`src/rtl/lvds_align_pkg.sv`:
```
// Shared definitions for the LVDS receive word aligner: FSM state encoding and
// default comma-detect constants for 10-bit abcdeifghj words.
package lvds_align_pkg;

  typedef enum logic [2:0] {
    WAIT    = 3'd0,
    SEARCH  = 3'd1,
    SLIP    = 3'd2,
    HOLD    = 3'd3,
    CONFIRM = 3'd4,
    SYNC    = 3'd5
  } alignState_t;

  // Seven-bit comma 0011111 in abcdeif; the complement 1100000 also matches.
  localparam logic [9:0] COMMA_MASK_DEF = 10'h3F8;
  localparam logic [9:0] COMMA_PAT_DEF  = 10'h0F8;

endpackage

```
`src/rtl/lvds_lock_seq.sv`:
```
// Deserialiser reset sequencer: counts cycles of PLL lock and releases the
// receiver reset at half scale and the data-align reset at three-quarter scale.
module lvds_lock_seq #(
  parameter int LOCK_W = 12
) (
  input  logic i_Clk,
  input  logic i_Rst_L,
  input  logic i_PllLocked,
  output logic o_RxReset,
  output logic o_CdaReset
);

  logic [LOCK_W-1:0] lockCnt;

  always_ff @(posedge i_Clk) begin
    if (!i_Rst_L || !i_PllLocked) begin
      lockCnt <= '0;
    end else if (lockCnt != '1) begin
      lockCnt <= lockCnt + LOCK_W'(1);
    end
  end

  assign o_RxReset  = ~lockCnt[LOCK_W-1];
  assign o_CdaReset = (lockCnt[LOCK_W-1 -: 2] != 2'b11);

endmodule

```
`src/rtl/lvds_rx_word_align.sv`:
```
// Soft-LVDS SGMII word aligner: sequences deserialiser resets, hunts commas with
// bit-slip, and tracks loss of sync. Define LVDS_ALIGN_STATS_EN for slip/loss totals.
module lvds_rx_word_align
  import lvds_align_pkg::*;
#(
  parameter int              DW         = 10,
  parameter logic [DW-1:0]   COMMA_MASK = DW'(COMMA_MASK_DEF),
  parameter logic [DW-1:0]   COMMA_PAT  = DW'(COMMA_PAT_DEF),
  parameter int              LOCK_W     = 12,
  parameter int              SEARCH_TMO = 64,
  parameter int              SLIP_HOLD  = 4,
  parameter int              SYNC_CNT   = 4,
  parameter int              ERR_LIMIT  = 4,
  parameter int              ERR_DECAY  = 16
) (
  input  logic                    i_Clk,
  input  logic                    i_Rst_L,
  input  logic                    i_PllLocked,
  input  logic [DW-1:0]           iv_RxData,
  input  logic                    i_CodeErr,
  output logic                    o_RxReset,
  output logic                    o_CdaReset,
  output logic                    o_BitSlip,
  output logic                    o_Synced,
  output logic [$clog2(DW)-1:0]   ov_SlipPos,
  output logic                    o_LossEvt
`ifdef LVDS_ALIGN_STATS_EN
  ,
  output logic [15:0]             ov16_SlipTotal,
  output logic [15:0]             ov16_LossTotal
`endif
);

  localparam int PW = $clog2(DW);
  localparam int TW = $clog2(SEARCH_TMO + 1);
  localparam int HW = $clog2(SLIP_HOLD + 1);
  localparam int GW = $clog2(SYNC_CNT + 1);
  localparam int SW = $clog2(ERR_LIMIT + 1);
  localparam int RW = $clog2(ERR_DECAY + 1);

  alignState_t   state, nextState;
  logic [TW-1:0] tmoCnt;
  logic [HW-1:0] holdCnt;
  logic [GW-1:0] goodCnt;
  logic [SW-1:0] scoreCnt;
  logic [RW-1:0] runCnt;
  logic [DW-1:0] maskedData;
  logic          comma;
  logic          tmoExpired;
  logic          cdaReset;
  logic          lossNow;

  lvds_lock_seq #(
    .LOCK_W(LOCK_W)
  ) u_lockSeq (
    .i_Clk      (i_Clk),
    .i_Rst_L    (i_Rst_L),
    .i_PllLocked(i_PllLocked),
    .o_RxReset  (o_RxReset),
    .o_CdaReset (cdaReset)
  );

  assign o_CdaReset = cdaReset;

  assign maskedData = iv_RxData & COMMA_MASK;
  assign comma      = (maskedData == COMMA_PAT) || (maskedData == (~COMMA_PAT & COMMA_MASK));
  assign tmoExpired = (tmoCnt == TW'(SEARCH_TMO - 1));
  assign lossNow    = (state == SYNC) && (nextState == SEARCH);

  always_comb begin
    nextState = state;
    o_BitSlip = 1'b0;
    o_Synced  = 1'b0;
    case (state)
      WAIT:    if (!cdaReset) nextState = SEARCH;
      SEARCH: begin
        if (comma)           nextState = CONFIRM;
        else if (tmoExpired) nextState = SLIP;
      end
      SLIP: begin
        o_BitSlip = 1'b1;
        nextState = HOLD;
      end
      HOLD:    if (holdCnt == HW'(SLIP_HOLD - 1)) nextState = SEARCH;
      // A code error outranks a coincident comma while confirming alignment.
      CONFIRM: begin
        if (i_CodeErr) begin
          nextState = SLIP;
        end else if (comma) begin
          if (goodCnt == GW'(SYNC_CNT - 1)) nextState = SYNC;
        end else if (tmoExpired) begin
          nextState = SLIP;
        end
      end
      SYNC: begin
        o_Synced = 1'b1;
        if (i_CodeErr && (scoreCnt == SW'(ERR_LIMIT - 1))) nextState = SEARCH;
      end
      default: nextState = WAIT;
    endcase
    if (!i_PllLocked) nextState = WAIT;
  end

  always_ff @(posedge i_Clk) begin
    if (!i_Rst_L) begin
      state      <= WAIT;
      tmoCnt     <= '0;
      holdCnt    <= '0;
      goodCnt    <= '0;
      scoreCnt   <= '0;
      runCnt     <= '0;
      ov_SlipPos <= '0;
      o_LossEvt  <= 1'b0;
    end else begin
      state     <= nextState;
      o_LossEvt <= lossNow;

      if ((state == SEARCH || state == CONFIRM) && nextState == state && !comma)
        tmoCnt <= tmoCnt + TW'(1);
      else
        tmoCnt <= '0;

      holdCnt <= (state == HOLD && nextState == HOLD) ? holdCnt + HW'(1) : '0;

      // Entering CONFIRM from SEARCH counts the triggering comma as the first good one.
      if (nextState != CONFIRM) goodCnt <= '0;
      else if (comma)           goodCnt <= goodCnt + GW'(1);

      if (state == SYNC && nextState == SYNC) begin
        if (i_CodeErr) begin
          scoreCnt <= scoreCnt + SW'(1);
          runCnt   <= '0;
        end else if (runCnt == RW'(ERR_DECAY - 1)) begin
          if (scoreCnt != '0) scoreCnt <= scoreCnt - SW'(1);
          runCnt <= '0;
        end else begin
          runCnt <= runCnt + RW'(1);
        end
      end else begin
        scoreCnt <= '0;
        runCnt   <= '0;
      end

      if (state == WAIT || lossNow)
        ov_SlipPos <= '0;
      else if (state == SLIP)
        ov_SlipPos <= (ov_SlipPos == PW'(DW - 1)) ? '0 : ov_SlipPos + PW'(1);
    end
  end

`ifdef LVDS_ALIGN_STATS_EN
  // Totals survive PLL loss; only the block reset clears them.
  always_ff @(posedge i_Clk) begin
    if (!i_Rst_L) begin
      ov16_SlipTotal <= '0;
      ov16_LossTotal <= '0;
    end else begin
      if (state == SLIP && ov16_SlipTotal != 16'hFFFF) ov16_SlipTotal <= ov16_SlipTotal + 16'd1;
      if (lossNow && ov16_LossTotal != 16'hFFFF)       ov16_LossTotal <= ov16_LossTotal + 16'd1;
    end
  end
`endif

endmodule

```
`config.mk`:
```
export PLATFORM = sky130hd
export DESIGN_NAME = lvds_rx_word_align
export DESIGN_NICKNAME = d
export VERILOG_FILES = /design/src/rtl/lvds_align_pkg.sv /design/src/rtl/lvds_lock_seq.sv /design/src/rtl/lvds_rx_word_align.sv
export SDC_FILE = /design/constraint.sdc
export NUM_CORES = 1
export LEC_CHECK = 0
export ABC_AREA = 1
export CORE_ASPECT_RATIO = 1.5
export CORE_MARGIN = 3
export CORE_UTILIZATION = 35
export CTS_CLUSTER_SIZE = 30
export DETAILED_ROUTE_END_ITERATION = 16
export PLACE_DENSITY = 0.5
export SLEW_MARGIN = 20
export SYNTH_ARGS = -nofsm -noshare
export SYNTH_HDL_FRONTEND = slang
export SYNTH_HIERARCHICAL = 1
export SYNTH_SLANG_ARGS = --single-unit
```
`constraint.sdc`:
```
create_clock -name i_Clk -period 2.9 [get_ports i_Clk]
set_clock_uncertainty 0.2 [all_clocks]
set_input_delay 0.58 -clock i_Clk [delete_from_list [all_inputs] [get_ports i_Clk]]
set_output_delay 0.58 -clock i_Clk [all_outputs]
set_load 0.1 [all_outputs]
```
Word level (Yosys, flattened, before mapping):

Cells that the tools add are included.

* bits in registers: 41
* input bits: 14
* output and inout bits: 9
* logic and storage cells: 80

* $add $sub $neg: 8
* equality and inequality tests: 20
* multiplexer cells: 16
* bitwise logic cells: 3
* reduce and logical (&&, ||, !) cells: 24

Operators by type and width (number)
* 3-bit two-way mux: 12
* 3-bit by 2-bit == test with 1-bit output (second input constant): 6
* 3-bit one-hot mux with 6 select lines: 1
* 12-bit by 1-bit adder with 12-bit output (second input constant): 1
* 12-bit != test (second input constant): 1
* 3-bit by 1-bit adder with 3-bit output (second input constant): 3
* 3-bit == test (second input constant): 3
* 2-bit AND reduction: 4
* 7-bit by 1-bit adder with 7-bit output (second input constant): 1
* 7-bit by 5-bit == test with 1-bit output (second input constant): 1
* 7-bit by 6-bit == test with 1-bit output (second input constant): 1
* 7-bit == test (second input constant): 1
* 3-bit by 1-bit == test with 1-bit output (second input constant): 2
* 1-bit logical AND: 6
* 5-bit by 1-bit adder with 5-bit output (second input constant): 1
* 5-bit by 4-bit == test with 1-bit output (second input constant): 1
* 4-bit by 1-bit adder with 4-bit output (second input constant): 1
* 4-bit == test (second input constant): 1
* 1-bit logical OR: 4
* 4-bit two-way mux: 1
* 2-bit nonzero test: 2
* 2-bit OR reduction: 2
* 4-bit OR reduction: 1
* 3-bit == test: 1
* other kinds (8): 13

Depth between registers and ports, before layout:

* word-level depth: 10
* gate-level depth with buffers: 14
* gate-level depth less buffers: 14

By module:

The synthesis kept the hierarchy.

By module, submodules not included
* lvds_rx_word_align: times used 1, cells an instance 210, area an instance 1651.6 µm², sequential area each 580.6 µm²
* lvds_lock_seq: times used 1, cells an instance 92, area an instance 648.1 µm², sequential area each 240.2 µm²

Worst setup path before layout:

No wires, ideal clock.

* path type: flip-flop to output port
* start point: register state[2]
* end point: output port o_BitSlip
* arrival time: 1463 ps
* data required time: 2120 ps
* slack: 657 ps
* cell stages (with the launch flop): 4
* path buffers: 0
* cell sequence: dfxtp_1 > inv_2 > nand2_2 > nor2_2

* word-level cells in the longest chain between the ends: 2

RTL lines
* start: declaration: RTL line lvds_rx_word_align.sv:41 `alignState_t state, nextState;`
* start signal: assignment: RTL line lvds_rx_word_align.sv:115 `state <= nextState;`
* 3-bit by 2-bit == test with 1-bit output: RTL line lvds_rx_word_align.sv:74 `case (state)`
* 1-bit two-way mux: RTL line lvds_rx_word_align.sv:74
* end: declaration: RTL line lvds_rx_word_align.sv:23 `output logic o_BitSlip,`

No other way between the ends.

Final worst setup path:

Same ends and word-level chain as after synthesis.

==> flow_summary_export.csv <==
group,metric,value,unit
status,status,"finished clean",
finish,syn_to_final_growth,15.1,%
power,peakVddDrop,0.000251,V
synthesis,synth_top_family_by_area,"simple AND/OR/NAND/NOR gates",
floorplanning,io_pins,23,
power,p_per_area,394,mW/mm²
timing,setup_violations,0,
clock_network,cts_repair_resize_count,0,
setup_path,rrSetupSlack,0.85,ns
setup_path,setup.worst_path.end_class,"output pin",
synthesis,synthCells,302,
synthesis,synth_mux_area_share,0,%
timing,timing.fmax,434,MHz
global_routing,grt.total_usage,13.0,%
placement,io_buffers,19,
routing,routed_wl,4410,µm
routing,drc,0,
clock_network,root_buffer,"clkbuf_8",
finish,layout.nets,349,
clock_network,cts_sinks,41,
clock_network,clk_pin_slew,0.08,ns
clock_network,cts_buffer_depth,2,
synthesis,synth_warnings,6,
timing,fin_crit_sh,79.5,%
placement,placed_cells,393,
routing,drt-wirelength-per-cell,11.0,µm
placement,place_congestion,0.831,
timing,slew_violations,0,
power,p_int,0.832,mW
clock_network,post-cts-setup-buffers,0,
clock_network,htreeDepth,2,
synthesis,synth_seq_cells,41,
global_routing,antenna_found_initial,0,
setup_path,critPathKind,"flip-flop to output pin",
global_routing,grt_start_max_net_pins,13,
timing,rsz0062_at_grt,"false",
synthesis,ys_seq_area_share,35.7,%
finish,fin_cells,400,
floorplanning,die_area,0.00760,mm²
hold_path,hold_path_class,"flip-flop to flip-flop",
finish,postLayoutCoreUtil,42.3,%
timing,slew-limit-headroom,75.7,%
timing,holdWs,0.223,ns
setup_path,startpoint_type,"flip-flop",
timing,hold_viol_final,0,
synthesis,ys_types,33,
synthesis,synth_adder_area_share,5.22,%
synthesis,syn_area,0.00230,mm²
global_routing,grt_overflow_total,0,
timing,worst_pin_slew,0.364,ns
setup_path,arrival,1.52,ns
power,swShare,20.1,%
synthesis,synth_xor_area_share,4.95,%
power,power_switching,0.210,mW
power,combinationalPowerShare,3.8,%
synthesis,syn_nets,325,
synthesis,avgSynthCellArea,7.61,µm²
floorplanning,dieHeight,105,µm
floorplanning,rows,35,
clock_network,cts_tree,"yes",
finish,layout-drive-gt1-share,19.9,%
power,seq_power_share,54.2,%
power,p_leak,1.10,nW
setup_path,crit_fanout,6,
floorplanning,start_util,36.7,%
timing,finalCriticalPeriod,2.30,ns
flow_run,max_cap_viol_count,0,
routing,dr.first_iter.drc_count,51,
clock_network,numCtsBuffers,5,
global_routing,grt_first_pass_wirelength,7880,µm
routing,first_pass_iters,3,
routing,num_vias,1888,
finish,antenna_cells,0,
floorplanning,core,0.00626,mm²
global_routing,grt_pass1_vias,1807,
placement,dp_hpwl,3510,µm
routing,avgViaCountPerCell,4.72,
synthesis,synthSimpleGateAreaFrac,40.5,%
synthesis,synth_compound_area_share,6.04,%
routing,ant_nets,0,
clock_network,clkLatencyLatePin,0.29,ns
timing,setup_tns,0,ns
floorplanning,die_x,72.2,µm
clock_network,ctsHoldBuffers,0,
power,finalPower,1.04,mW
setup_path,required,2.12,ns
power,clkPwrFrac,42.0,%
-- synthesized netlist by cell type (all sizes together) --
cell type	count	area, µm²
nand2	78	325
inv	42	158
dfxtp	41	821
nor2	35	178
nand3	30	203
nor3	15	146
a21oi	12	67.6
o21ai	9	45.0
ha	8	100
xnor2	7	61.3
xor2	6	52.6
or2	4	25.0
a31oi	3	18.8
nand3b	3	22.5
nand4	3	18.8
buf	2	16.3
and3	1	6.26
fa	1	20.0
nor3b	1	7.51
o211ai	1	7.51
-- metrics by stage --
step	worst slack, ns	instance area (µm²)
final	0.596	2650
after global placement	0.316	2540
after global routing	0.373	2650
after floorplan	0.657	2300
after CTS	0.576	2650
after detailed placement	0.303	2540
-- cell usage in the layout (no fill, tap or decap), types with 3 or more instances in the layout --
master and instances:
a21oi_1 10, a31oi_1 3, buf_4 9, clkbuf_8 5, clkdlybuf4s50_1 10, dfxtp_1 41
ha_1 8, inv_1 38, inv_2 4, nand2_1 65, nand2_2 13, nand3_1 24
nand3_2 3, nand3_4 3, nand3b_1 3, nand4_1 3, nor2_1 26, nor2_2 6
nor3_2 12, o21ai_0 5, o21ai_1 4, xnor2_1 7, xor2_1 6
-- final timing paths --
path,from,to,depth (start not counted)
max,state[2],o_BitSlip,4
min,holdCnt[0],holdCnt[0],1
max reg2reg,runCnt[0],scoreCnt[2],9
min reg2reg,holdCnt[0],holdCnt[0],1
-- routing by layer --
layer | vias up | share of wire [%] | global-route usage [%]
met5 | - | 0 | 0
met4 | 0 | 2.2 | 5.24
met3 | 8 | 2.6 | 2.58
met2 | 19 | 54 | 23.3
met1 | 853 | 41 | 14.4
li1 | 1008 | - | -
-- power by group through the flow --
stage	logic, mW	clock network, mW	registers, mW
2_1_floorplan	0.0189	0	0.578
3_3_place_gp	0.0399	0	0.578
3_5_place_dp	0.0398	0	0.578
4_1_cts	0.0401	0.463	0.565
5_1_grt	0.0445	0.480	0.565
6_report	0.0393	0.438	0.565
-- kinds of logic after synthesis --
family                     Yosys count
AOI/OAI and AO/OA                   25
xor gates and xnor gates            13
adders and majority gates            9
buffers and inverters               44
DFF                                 41
and+or+nand+nor                    170
-- registers in the layout (all words and copies together), names as in the netlist --
name / cells
u_lockSeq/lockCnt: 12
goodCnt: 3
runCnt: 5
holdCnt: 3
state: 3
o_LossEvt: 1
tmoCnt: 7
scoreCnt: 3
ov_SlipPos: 4
-- worst max-delay path, cell delays in order, from the launching register on --
cell and delay (ns):
dfxtp_1 0.37, inv_2 0.18, nand2_2 0.11, nor2_2 0.23
buf_4 0.34
-- area by class of cell --
type                    count  area (µm²)
repair buffers             19         168
clock buffers               5        68.8
multi-input cells         217        1310
clock inverters             2        35.0
flip-flops and latches     41         821
fillers                   682        3610
well taps                  74        92.6
inverters                  42         158
Note: power is estimated with default switching activity, not from simulation.
